### config.mk
export PLATFORM = sky130hd
export DESIGN_NAME = gol_gen_engine
export DESIGN_NICKNAME = d
export VERILOG_FILES = /design/src/rtl/gol_pkg.sv /design/src/rtl/gol_row_rule.sv /design/src/rtl/gol_gen_engine.sv
export SDC_FILE = /design/constraint.sdc
export NUM_CORES = 1
export LEC_CHECK = 0
export CORE_MARGIN = 2
export CORE_UTILIZATION = 55
export DETAILED_ROUTE_END_ITERATION = 10
export GPL_TIMING_DRIVEN = 0
export PLACE_DENSITY = 0.82
export SLEW_MARGIN = 20
export SYNTH_ARGS = -nofsm -noshare
export SYNTH_HDL_FRONTEND = slang
export SYNTH_SLANG_ARGS = --single-unit
### constraint.sdc
create_clock -name ph1 -period 4.3 [get_ports ph1]
set_clock_uncertainty 0.2 [all_clocks]
set_input_delay 0.645 -clock ph1 [delete_from_list [all_inputs] [get_ports ph1]]
set_output_delay 0.645 -clock ph1 [all_outputs]
set_load 0.05 [all_outputs]
### src/rtl/gol_pkg.sv
// Shared types and the neighbour-count helper for the Game of Life generation engine.
package gol_pkg;

  typedef enum logic [1:0] {
    IDLE    = 2'd0,
    COMPUTE = 2'd1,
    COPY    = 2'd2,
    DONE    = 2'd3
  } state_t;

  localparam int NBR_W     = 4;
  localparam int MAX_WIDTH = 64;

  // Rows arrive zero-extended to MAX_WIDTH; only the low 'width' bits are live,
  // so column wrap is computed against 'width' rather than MAX_WIDTH.
  function automatic logic [NBR_W-1:0] count_nbrs(
    input logic [MAX_WIDTH-1:0] above,
    input logic [MAX_WIDTH-1:0] cur,
    input logic [MAX_WIDTH-1:0] below,
    input int                   c,
    input int                   width
  );
    logic [NBR_W-1:0] n;
    int               lft;
    int               rgt;
    lft = (c == width - 1) ? 0 : c + 1;
    rgt = (c == 0) ? width - 1 : c - 1;
    n = '0;
    n = n + NBR_W'(above[lft]) + NBR_W'(above[c]) + NBR_W'(above[rgt]);
    n = n + NBR_W'(cur[lft])                     + NBR_W'(cur[rgt]);
    n = n + NBR_W'(below[lft]) + NBR_W'(below[c]) + NBR_W'(below[rgt]);
    return n;
  endfunction

endpackage

### src/rtl/gol_row_rule.sv
// Combinational next-row rule: birth on 3 neighbours, survival on 2 or 3,
// with toroidal column wrap.
module gol_row_rule
  import gol_pkg::*;
#(
  parameter int WIDTH = 8
) (
  input  logic [WIDTH-1:0] above,
  input  logic [WIDTH-1:0] cur,
  input  logic [WIDTH-1:0] below,
  output logic [WIDTH-1:0] next_row
);

  logic [MAX_WIDTH-1:0] above_x;
  logic [MAX_WIDTH-1:0] cur_x;
  logic [MAX_WIDTH-1:0] below_x;
  logic [NBR_W-1:0]     n;

  // NOTE: every variable written here gets a default first, so no latch is inferred.
  always_comb begin
    above_x  = '0;
    cur_x    = '0;
    below_x  = '0;
    n        = '0;
    next_row = '0;
    above_x[WIDTH-1:0] = above;
    cur_x[WIDTH-1:0]   = cur;
    below_x[WIDTH-1:0] = below;
    for (int c = 0; c < WIDTH; c++) begin
      n = count_nbrs(above_x, cur_x, below_x, c, WIDTH);
      next_row[c] = (n == NBR_W'(3)) | (cur[c] & (n == NBR_W'(2)));
    end
  end

endmodule

### src/rtl/gol_gen_engine.sv
// Generation sequencer: reads every row through a one-cycle stage register,
// buffers the next generation, then copies it back into the register file.
module gol_gen_engine
  import gol_pkg::*;
#(
  parameter int WIDTH   = 8,
  parameter int REGBITS = 3,
  parameter int GENBITS = 16
) (
  input  logic               ph1,
  input  logic               reset,
  input  logic               start,
  output logic [REGBITS-1:0] ra,
  input  logic [WIDTH-1:0]   rd1,
  input  logic [WIDTH-1:0]   rd2,
  input  logic [WIDTH-1:0]   rd3,
  output logic               regwrite,
  output logic [REGBITS-1:0] wa,
  output logic [WIDTH-1:0]   wd,
  output logic               busy,
  output logic               done,
  output logic [GENBITS-1:0] gen
);

  localparam int N    = 1 << REGBITS;
  localparam int CNTW = REGBITS + 1;
  localparam logic [CNTW-1:0] LAST_ROW    = CNTW'(N - 1);
  localparam logic [CNTW-1:0] COMPUTE_END = CNTW'(N);

  state_t             state;
  state_t             next_state;
  logic [CNTW-1:0]    cnt;
  logic [WIDTH-1:0]   stg_above;
  logic [WIDTH-1:0]   stg_cur;
  logic [WIDTH-1:0]   stg_below;
  logic [REGBITS-1:0] stg_tag;
  logic [WIDTH-1:0]   next_row;
  logic [REGBITS-1:0] wa_inc;
  logic [WIDTH-1:0]   buffer [N];

  assign wa_inc = wa + 1'b1;

  always_comb begin
    next_state = state;
    case (state)
      IDLE:    if (start) next_state = COMPUTE;
      COMPUTE: if (cnt == COMPUTE_END) next_state = COPY;
      COPY:    if (cnt == LAST_ROW) next_state = DONE;
      DONE:    next_state = IDLE;
      default: next_state = IDLE;
    endcase
  end

  gol_row_rule #(.WIDTH(WIDTH)) u_rule (
    .above    (stg_above),
    .cur      (stg_cur),
    .below    (stg_below),
    .next_row (next_row)
  );

  // NOTE: sequential state uses non-blocking assignments so every register
  // samples pre-edge values regardless of statement order.
  always_ff @(posedge ph1 or negedge reset) begin
    if (!reset) begin
      state     <= IDLE;
      cnt       <= '0;
      ra        <= '0;
      regwrite  <= 1'b0;
      wa        <= '0;
      wd        <= '0;
      busy      <= 1'b0;
      done      <= 1'b0;
      gen       <= '0;
      stg_above <= '0;
      stg_cur   <= '0;
      stg_below <= '0;
      stg_tag   <= '0;
    end else begin
      state <= next_state;
      busy  <= (next_state != IDLE);
      done  <= (next_state == DONE);
      cnt   <= (state == IDLE || state != next_state) ? '0 : cnt + 1'b1;

      if (state == DONE) gen <= gen + 1'b1;

      // Row k is staged at the end of cycle k; the rule consumes it one cycle later.
      if (state == COMPUTE && cnt < COMPUTE_END) begin
        stg_above <= rd1;
        stg_cur   <= rd2;
        stg_below <= rd3;
        stg_tag   <= cnt[REGBITS-1:0];
      end

      if (state == COMPUTE) begin
        if (cnt < LAST_ROW)          ra <= ra + 1'b1;
        else if (cnt == COMPUTE_END) ra <= '0;
      end else begin
        ra <= '0;
      end

      if (state == COMPUTE && next_state == COPY) begin
        regwrite <= 1'b1;
        wa       <= '0;
        wd       <= buffer[0];
      end else if (state == COPY && next_state == COPY) begin
        wa <= wa_inc;
        wd <= buffer[wa_inc];
      end else begin
        regwrite <= 1'b0;
        wa       <= '0;
        wd       <= '0;
      end
    end
  end

  // NOTE: the next-state buffer has no reset; it is always fully rewritten
  // during COMPUTE before COPY reads it.
  always_ff @(posedge ph1) begin
    if (state == COMPUTE && cnt != '0) buffer[stg_tag] <= next_row;
  end

endmodule

# Word-level counts from Yosys, hierarchy flattened

Memory sizes are Yosys's and may differ from the RTL's.
Cells that the tools add are included.

Bits in writable memories: 64
Logic and storage cells: 142
Memories: 1
Register bits: 66
Output and inout port bits: 33

Mux-type cells: 16
Order comparisons: 2
Bitwise logic cells: 16
Equal/unequal tests: 26
$add $sub $neg: 60
Reductions and logical operators: 8

Memory list:

| memory | depth | bits a word | rd ports | clocked after memory_dff | write ports | RTL line             | source |
|---|---|---|---|---|---|---|---|
| buffer | 8     | 8           | 2        | 0                        | 1           | gol_gen_engine.sv:39 | `logic [WIDTH-1:0] buffer [N];` |

Operator list:

| cell                  | count |
|---|---|
| $add 4x1->4           | 48 |
| $eq 4x2->1 const B    | 16 |
| $add 1x1->2           | 8 |
| $add 16x1->16 const B | 1 |
| $mux 8                | 2 |
| $mux 3                | 5 |
| $and 1x1->1           | 8 |
| $eq 2x2->1 const B    | 4 |
| $or 1x1->1            | 8 |
| $pmux 2 s4            | 1 |
| $add 3x1->3 const B   | 2 |
| $mux 2                | 3 |
| $add 4x1->4 const B   | 1 |
| $eq 4x3->1 const B    | 1 |
| $eq 4x4->1 const B    | 1 |
| $logic_and 1x1->1     | 4 |
| $lt 4x3->1 const B    | 1 |
| $lt 4x4->1 const B    | 1 |
| $mux 1                | 4 |
| $mux 4                | 1 |
| $reduce_bool 4->1     | 1 |
| $ne 3x1->1 const B    | 1 |
| $eq 2x1->1 const B    | 1 |
| $logic_not 2->1       | 1 |
| 4 further kinds       | 4 |

# Logic depth before layout (Yosys ltp)

Depth after elaboration: 10
Depth in mapped cells: 11

# By module

Synthesis repeated with hierarchy kept, for this count alone.

Cells, all modules: 480
Area, all modules: 6,533.8 um2

Modules (own cells, without submodules):

| module         | cells an instance | times used | area an instance (um2) | sequential area each (um2) |
|---|---|---|---|---|
| gol_gen_engine | 340               | 1          | 5,202.5                | 3,573.4 |
| gol_row_rule   | 140               | 1          | 1,331.3                | 0.0 |

# Worst setup path before layout

Ideal clock, no wire load.

Path type: register to register
Start point: register stg_above[0]
End point: memory buffer[0][7], data pin
Setup slack: 0.789 ns
Required time: 3.836 ns
Arrival: 3.047 ns
Stages on the path, launching flop included: 12
Buffers on the path: 0
Cell sequence: dfrtp_1 > ha_1 > inv_1 > fa_1 > fa_1 > inv_1 > fa_1 > inv_1 > fa_1 > a2111oi_0 > a21oi_1 > nor3_1

Word-level cells in the longest chain between the ends: 10
Elaborated cells on any way between the ends: 11
Classes of those cells: add/sub: 7; eq/ne: 2; bitwise: 2

RTL lines:

| element                       | RTL line             | source |
|---|---|---|
| from (decl)                   | gol_gen_engine.sv:33 | `logic [WIDTH-1:0] stg_above;` |
| from (signal assigned)        | gol_gen_engine.sv:88 | `stg_above <= rd1;` |
| $add 1x1->2 (*)               | gol_pkg.sv:29        | `n = n + NBR_W'(above[lft]) + NBR_W'(above[c]) + NBR_W'(above[rgt]);` |
| $add 4x1->4 (*)               | gol_pkg.sv:29        |  |
| $add 4x1->4 (*) (2 in series) | gol_pkg.sv:30        | `n = n + NBR_W'(cur[lft]) + NBR_W'(cur[rgt]);` |
| $add 4x1->4 (*) (3 in series) | gol_pkg.sv:31        | `n = n + NBR_W'(below[lft]) + NBR_W'(below[c]) + NBR_W'(below[rgt]);` |
| $eq 4x2->1                    | gol_row_rule.sv:31   | `next_row[c] = (n == NBR_W'(3)) \| (cur[c] & (n == NBR_W'(2)));` |
| $and 1x1->1                   | gol_row_rule.sv:31   |  |
| $or 1x1->1 (*)                | gol_row_rule.sv:31   |  |
| named net next_row[7]         | gol_gen_engine.sv:37 | `logic [WIDTH-1:0] next_row;` |
| to (decl)                     | gol_gen_engine.sv:39 |  |

Mark *: on every way through the listed nets, which the timed path passes. The rest lies on a longest branch.

# Final worst setup path

Start point: register stg_above[7]
End point: memory buffer[2][6], data pin

The elaborated chain is that of the path after synthesis.

==> impl_results.md <==
- Status: finished, violations left
- Failing checks: design-rule violations
- Max Slew Vio Count: 0
- Leading area contributor after synthesis: edfxtp_1
- Seq/Total Area, Yosys: 0.547
- GRT overflow: 0
- Clock Tree Buf Depth: 2
- Die area: 12,800 sq um
- Startpoint type of the worst setup path: flip-flop
- IO buf count: 59
- Register bit total from synthesis: 130
- Router iterations before antenna repair: 7
- WL per Instance: 16.7 microns
- Fmax: 252 MHz
- CORE AREA: around 12,000 sq um
- RSZ-0062 raised after global routing: false
- Latest clock arrival within the worst-skew pair: 0.41 ns
- Worst r2r path cells: 9
- GPL Wtd Cong: 0.806
- Post-synth cell types: 36
- TritonCTS Buffers: 17
- Worst slew pin tran: 0.964 ns
- WP data arrival: 3.84 ns
- Vias after detailed routing: 4,196
- Synth area leaders: edfxtp_1 (29%), dfrtp_1 (25%), fa_1 (9.8%), ha_1 (5.6%), mux2i_1 (5.1%)
- IO Count: 60
- Post-synth top area share: 0.294
- Top_reg_cell synth: dfrtp_1
- Avg Synthesized Cell Area: 12.3 sq um
- Root Buffer: clkbuf_16
- CTS tree: built
- HP Class: flip-flop to flip-flop
- Tcrit/Tclk final: 0.922
- Final setup TNS: 0 ns
- DRC viols: 2
- EDFF count, synth: 64
- Worst Path Max Fanout: 8
- Hpwl dp: around 9300 microns
- Max_slew headroom: 0.352
- Initial core utilization: 0.567
- Vias in the first global route: 4,560
- Largest net degree at the start of global routing: 47
- Setup violators final: 0
- Async SR Flop Fraction: 0.508
- Initial DRC count: 305
- Max_cap viols: 0
- Syn-to-layout area delta: 21.5%
- Rows: 39
- Final WL: between 10,000 and 15,000 microns
- Hold path depth: 1
- Global-route total usage across every layer: 0.220
- Post-Syn Nets: 620
- Clk sinks: 130
- Commonest non-fill, non-tap cells in the layout: inv_1 (76), dfrtp_1 (66), edfxtp_1 (64)
- Final hold viol count: 0
- Post-route ant nets: 0
- Crit path capture type: flip-flop
- Die X-Extent: roughly 110 microns
- Postcts setup bufs: 0
- First-pass GRT wire length: 21,700 microns
- WP data required: between 4 and 5 ns
- # diodes: 0
- Crit path time final: 3.96 ns
- DR vias/cell: 5.46
- Synth warn: 0
- Most common cell after layout, fill and taps aside: inv_1
- Share of layout cells above drive strength 1: 0.0928
- Cells after Synth: 532
- Initial antenna violation count: 0
- Crit Path Category: flip-flop to flip-flop
- Chip Height: 113 microns
- Clock Pin Slew Worst Setup and Hold Paths: 0.05 ns
- Total number of H-tree levels: 4
- Cell area after synthesis: 6530 sq um
- # nets final: 700
cell type report:
class	instances	area, sq um
fill	798	3580
inverter	76	285
clock buffer	26	499
multi-input combinational	308	2610
tap	143	179
buffer	18	96.3
clock inverter	6	77.6
timing repair buffer	61	618
sequential	130	3570
final timing paths:
check | slack [ns] | end | from
max | 0.34 | buffer[2][6]$_DFFE_PP_ | stg_above[7]$_DFFE_PN0P_
min | 0.28 | gen[15]$_DFFE_PN0N_ | gen[15]$_DFFE_PN0N_
max reg2reg | 0.34 | buffer[2][6]$_DFFE_PP_ | stg_above[7]$_DFFE_PN0P_
min reg2reg | 0.28 | gen[15]$_DFFE_PN0N_ | gen[15]$_DFFE_PN0N_
max in group asynchronous | 2.88 | gen[11]$_DFFE_PN0N_ | reset
min in group asynchronous | 0.47 | wd[2]$_DFF_PN0_ | reset
cell usage after synthesis, types with 7 or more instances:
master / n
edfxtp_1: 64
o21ai_0: 25
nand2_1: 45
mux2i_1: 33
nand3_1: 7
nor2_1: 29
xnor2_1: 17
a22oi_1: 8
a21oi_1: 13
nor2b_1: 8
a32o_1: 9
dfrtp_1: 66
ha_1: 29
inv_1: 76
mux2_2: 7
fa_1: 32
buf_2: 10
nor3_1: 11
flip-flops by register name, summed over array words and instances, names as in the netlist, 4 cells and up:
| register | count |
|---|---|
| stg_cur | 8 |
| cnt | 4 |
| buffer | 64 |
| wd | 8 |
| stg_above | 8 |
| gen | 16 |
| stg_below | 8 |
metrics by stage:
stage,instance area (sq um),hold WS (ns),util,setup slack [ns],instances
2_1_floorplan,6530,0.149,-,0.789,532
3_3_place_gp,7300,0.260,0.634,0.218,734
3_5_place_dp,7330,0.272,0.636,0.175,735
4_1_cts,7910,0.282,0.687,0.160,768
5_1_grt,7940,0.294,0.689,0.150,768
6_report,7940,0.280,0.689,0.337,768
what timing repair did:
action	CTS	global route
endpoints found under the hold margin	20	0
hold buffers	1	0
gates resized for setup	0	3
setup endpoints to repair	0	24
kinds of logic after synthesis:
group / after synthesis / synth area share
adders and majority gates: 61 / 0.154
muxes: 40 / 0.0626
and+or+nand+nor: 122 / 0.0890
buffers and inverters: 94 / 0.0584
AOI/OAI and AO/OA: 66 / 0.0640
xor gates and xnor gates: 19 / 0.0255
DFF: 130 / 0.547
critical path, cell delays in order, from the launching register on:
cell and delay (ns):
dfrtp_1 0.42, ha_1 0.29, inv_1 0.05, fa_1 0.45
fa_1 0.50, inv_1 0.05, fa_1 0.37, inv_1 0.08
fa_1 0.42, nor3_1 0.80
layer usage:
layer,GRT usage,up-vias,part of all wire
li1,-,1967,-
met1,0.272,2093,0.42
met2,0.374,116,0.52
met3,0.0557,20,0.046
met4,0.0878,0,0.019
met5,0,-,0
Power is left out: the tool's default activity adds up to more than one toggle a clock period on the data nets, which glitch-free logic cannot reach.
==> RTL edit (same flow settings) <==
Put one more register stage on the output `done`, cleared by the reset. The value now appears one clock later. The other outputs are not delayed to match.
--- a/src/rtl/gol_gen_engine.sv
+++ b/src/rtl/gol_gen_engine.sv
@@ -26,6 +26,8 @@
   localparam int CNTW = REGBITS + 1;
   localparam logic [CNTW-1:0] LAST_ROW    = CNTW'(N - 1);
   localparam logic [CNTW-1:0] COMPUTE_END = CNTW'(N);
+
+  logic done_s0;
 
   state_t             state;
   state_t             next_state;
@@ -69,7 +71,7 @@
       wa        <= '0;
       wd        <= '0;
       busy      <= 1'b0;
-      done      <= 1'b0;
+      done_s0   <= 1'b0;
       gen       <= '0;
       stg_above <= '0;
       stg_cur   <= '0;
@@ -78,7 +80,7 @@
     end else begin
       state <= next_state;
       busy  <= (next_state != IDLE);
-      done  <= (next_state == DONE);
+      done_s0 <= (next_state == DONE);
       cnt   <= (state == IDLE || state != next_state) ? '0 : cnt + 1'b1;
 
       if (state == DONE) gen <= gen + 1'b1;
@@ -119,5 +121,13 @@
     if (state == COMPUTE && cnt != '0) buffer[stg_tag] <= next_row;
   end
 
+  always_ff @(posedge ph1 or negedge reset) begin
+    if (!reset) begin
+      done <= '0;
+    end else begin
+      done <= done_s0;
+    end
+  end
+
 endmodule
 
Formal check against the unedited RTL: no difference found for any inputs over 10 cycles, from zero or initial values and one cycle with reset low; that may be too few to reach the edited logic, so the function may still have changed.
==> RTL edit against the original RTL <==
- core utilization shrank 0.75 points
- critical endpoint is now buffer[6][5]
- sequential cell count increased by 1
- highest routed layer unchanged
- area after synthesis increased by 1.7%
- final area up 2.3%
- routed wire length increased by 5.7%
- worst setup slack lost 0.012 ns
Power is left out: the tool's default activity adds up to more than one toggle a clock period on the data nets, which glitch-free logic cannot reach.
==> RTL edit: results (changes against the original RTL) <==
Timing
  • Normalized max-slew margin: 0.364 (+0.0117)

Cells and area
  • FILL cells: 846 (+6.0%)
  • Share of cells above drive strength 1: 0.110 (+0.0172)
  • Nets: 702 (+0.29%)
  • Biggest regs: buffer x64, gen x16
  • Ant diodes: 0 (unchanged)

Worst setup path
  • CP max stage delay: 0.78 ns (-0.02 ns)
  • RR Startpoint: stg_above[5]
  • Slowest CP cell: nor3_1
  • RR Endpoint: buffer[6][5]
  • Crit path DAT: 3.85 ns (about the same)
  • Crit-path max FO: 8 (unchanged)

GRT
  • Largest net degree at the start of global routing: 57 (+21%)
  • First-pass GRT wire length: 22400 um (+3.5%)
  • Initial antenna violation count: 0 (unchanged)
  • Vias in the first global route: 4549 (-0.24%)
  • GR Util All Layers: 0.225 (+0.00535)

Placed design
  • Gpl congestion: 0.841 (+4.4%)
  • Dpl hpwl: 9590 um (+3.0%)

CTS
  • CTS max path bufs: 2 (unchanged)
  • Post-CTS setup buffers: 0 (unchanged)
  • Inserted Clock Buffers: 17 (unchanged)
  • Clock Pin Slew Worst Setup and Hold Paths: 0.06 ns
  • Worst-Skew Late Latency: 0.41 ns (about the same)
  • H-tree depth: 4 (unchanged)

Yosys
  • Area contributors post-synth: edfxtp_1 (29%), dfrtp_1 (25%), fa_1 (9.6%)
  • Synth top cells by count: inv_1 (79), dfrtp_1 (67), edfxtp_1 (64)
  • Synth cell types: 43 (+19%)
  • Ys async rst share: 0.511 (+0.00376)
  • Syn_nets: 622 (+0.32%)
  • Register area share after synthesis: 0.541 (-0.00550)

Min path
  • Min-delay src: done_s0
  • Worst Hold Path EP: done
  • Hold depth: 0 (-1)

Status
  • Status: complete, no violations

Detailed routing
  • DR vias: 4279 (+2.0%)
  • 1st-iter DRT viols: 234 (-23%)
  • Final wirelength: 13600 um (+5.7%)
  • DRT Pass-1 Iters: 5 (-2)
## RTL edit: metal layers
| metal | track usage | wire [um] | up-vias |
|---|---|---|---|
| met1 | 0.275 | 5640 | 2176 |
| met3 | 0.0468 | 510 | 18 |
| li1 | - | - | 1978 |
| met4 | 0.0520 | 136 | 0 |
| met5 | 0 | 0 | - |
| met2 | 0.411 | 7270 | 107 |
## RTL edit: critical path: cells and delay by family, from the launching register on
family	cells	cell delay, ns
adders and majority gates	5	2.04
DFF	1	0.41
and+or+nand+nor	1	0.78
buffers and inverters	3	0.21
## RTL edit: how the worst max path moves through the flow
| stage | from | to | slack (ns) |
|---|---|---|---|
| 3_3_place_gp | reset | stg_below[5] | 0.11 |
| 3_5_place_dp | stg_above[4] | buffer[2][4] | 0.12 |
| 4_1_cts | stg_above[4] | buffer[6][4] | 0.03 |
| 5_1_grt | stg_above[4] | buffer[6][4] | 0.18 |
| 2_1_floorplan | stg_above[0] | buffer[0][7] | 0.79 |
| 6_report | stg_above[5] | buffer[6][5] | 0.32 |
## RTL edit: cells by family (layout without fill, tap and decap cells)
logic type / after synthesis / after routing / share of synthesized area
compound gates: 66 / 66 / 0.0657
xor+xnor: 19 / 19 / 0.0250
mux: 40 / 40 / 0.0616
buf+inv: 96 / 189 / 0.0599
flops: 131 / 131 / 0.541
fa+ha+maj: 61 / 61 / 0.151
simple gates: 121 / 121 / 0.0954
## RTL edit: area by class of cell
class,count,area share
flip-flops and latches,131,0.443
multi-input cells,307,0.329
repair buffers,61,0.0770
clock buffers,17,0.0524
inverters,79,0.0365
clock inverters,15,0.0263
well taps,147,0.0227
plain buffers,17,0.0125
## RTL edit: through the flow
step	hold slack [ns]	area [sq um]	worst slack, ns	cells
detailed placement	0.149	7450	0.119	741
finish	0.154	8120	0.325	774
global route	0.171	8120	0.179	774
floorplan	0.131	6650	0.789	534
CTS	0.161	8100	0.0321	774
global placement	0.136	7420	0.106	740
## RTL edit: what timing repair did
| item | CTS | global route |
|---|---|---|
| hold endpoints to repair | 11 | 0 |
| hold buffers | 1 | 0 |
| endpoints found under the setup margin | 0 | 24 |
| gates resized for setup | 0 | 3 |
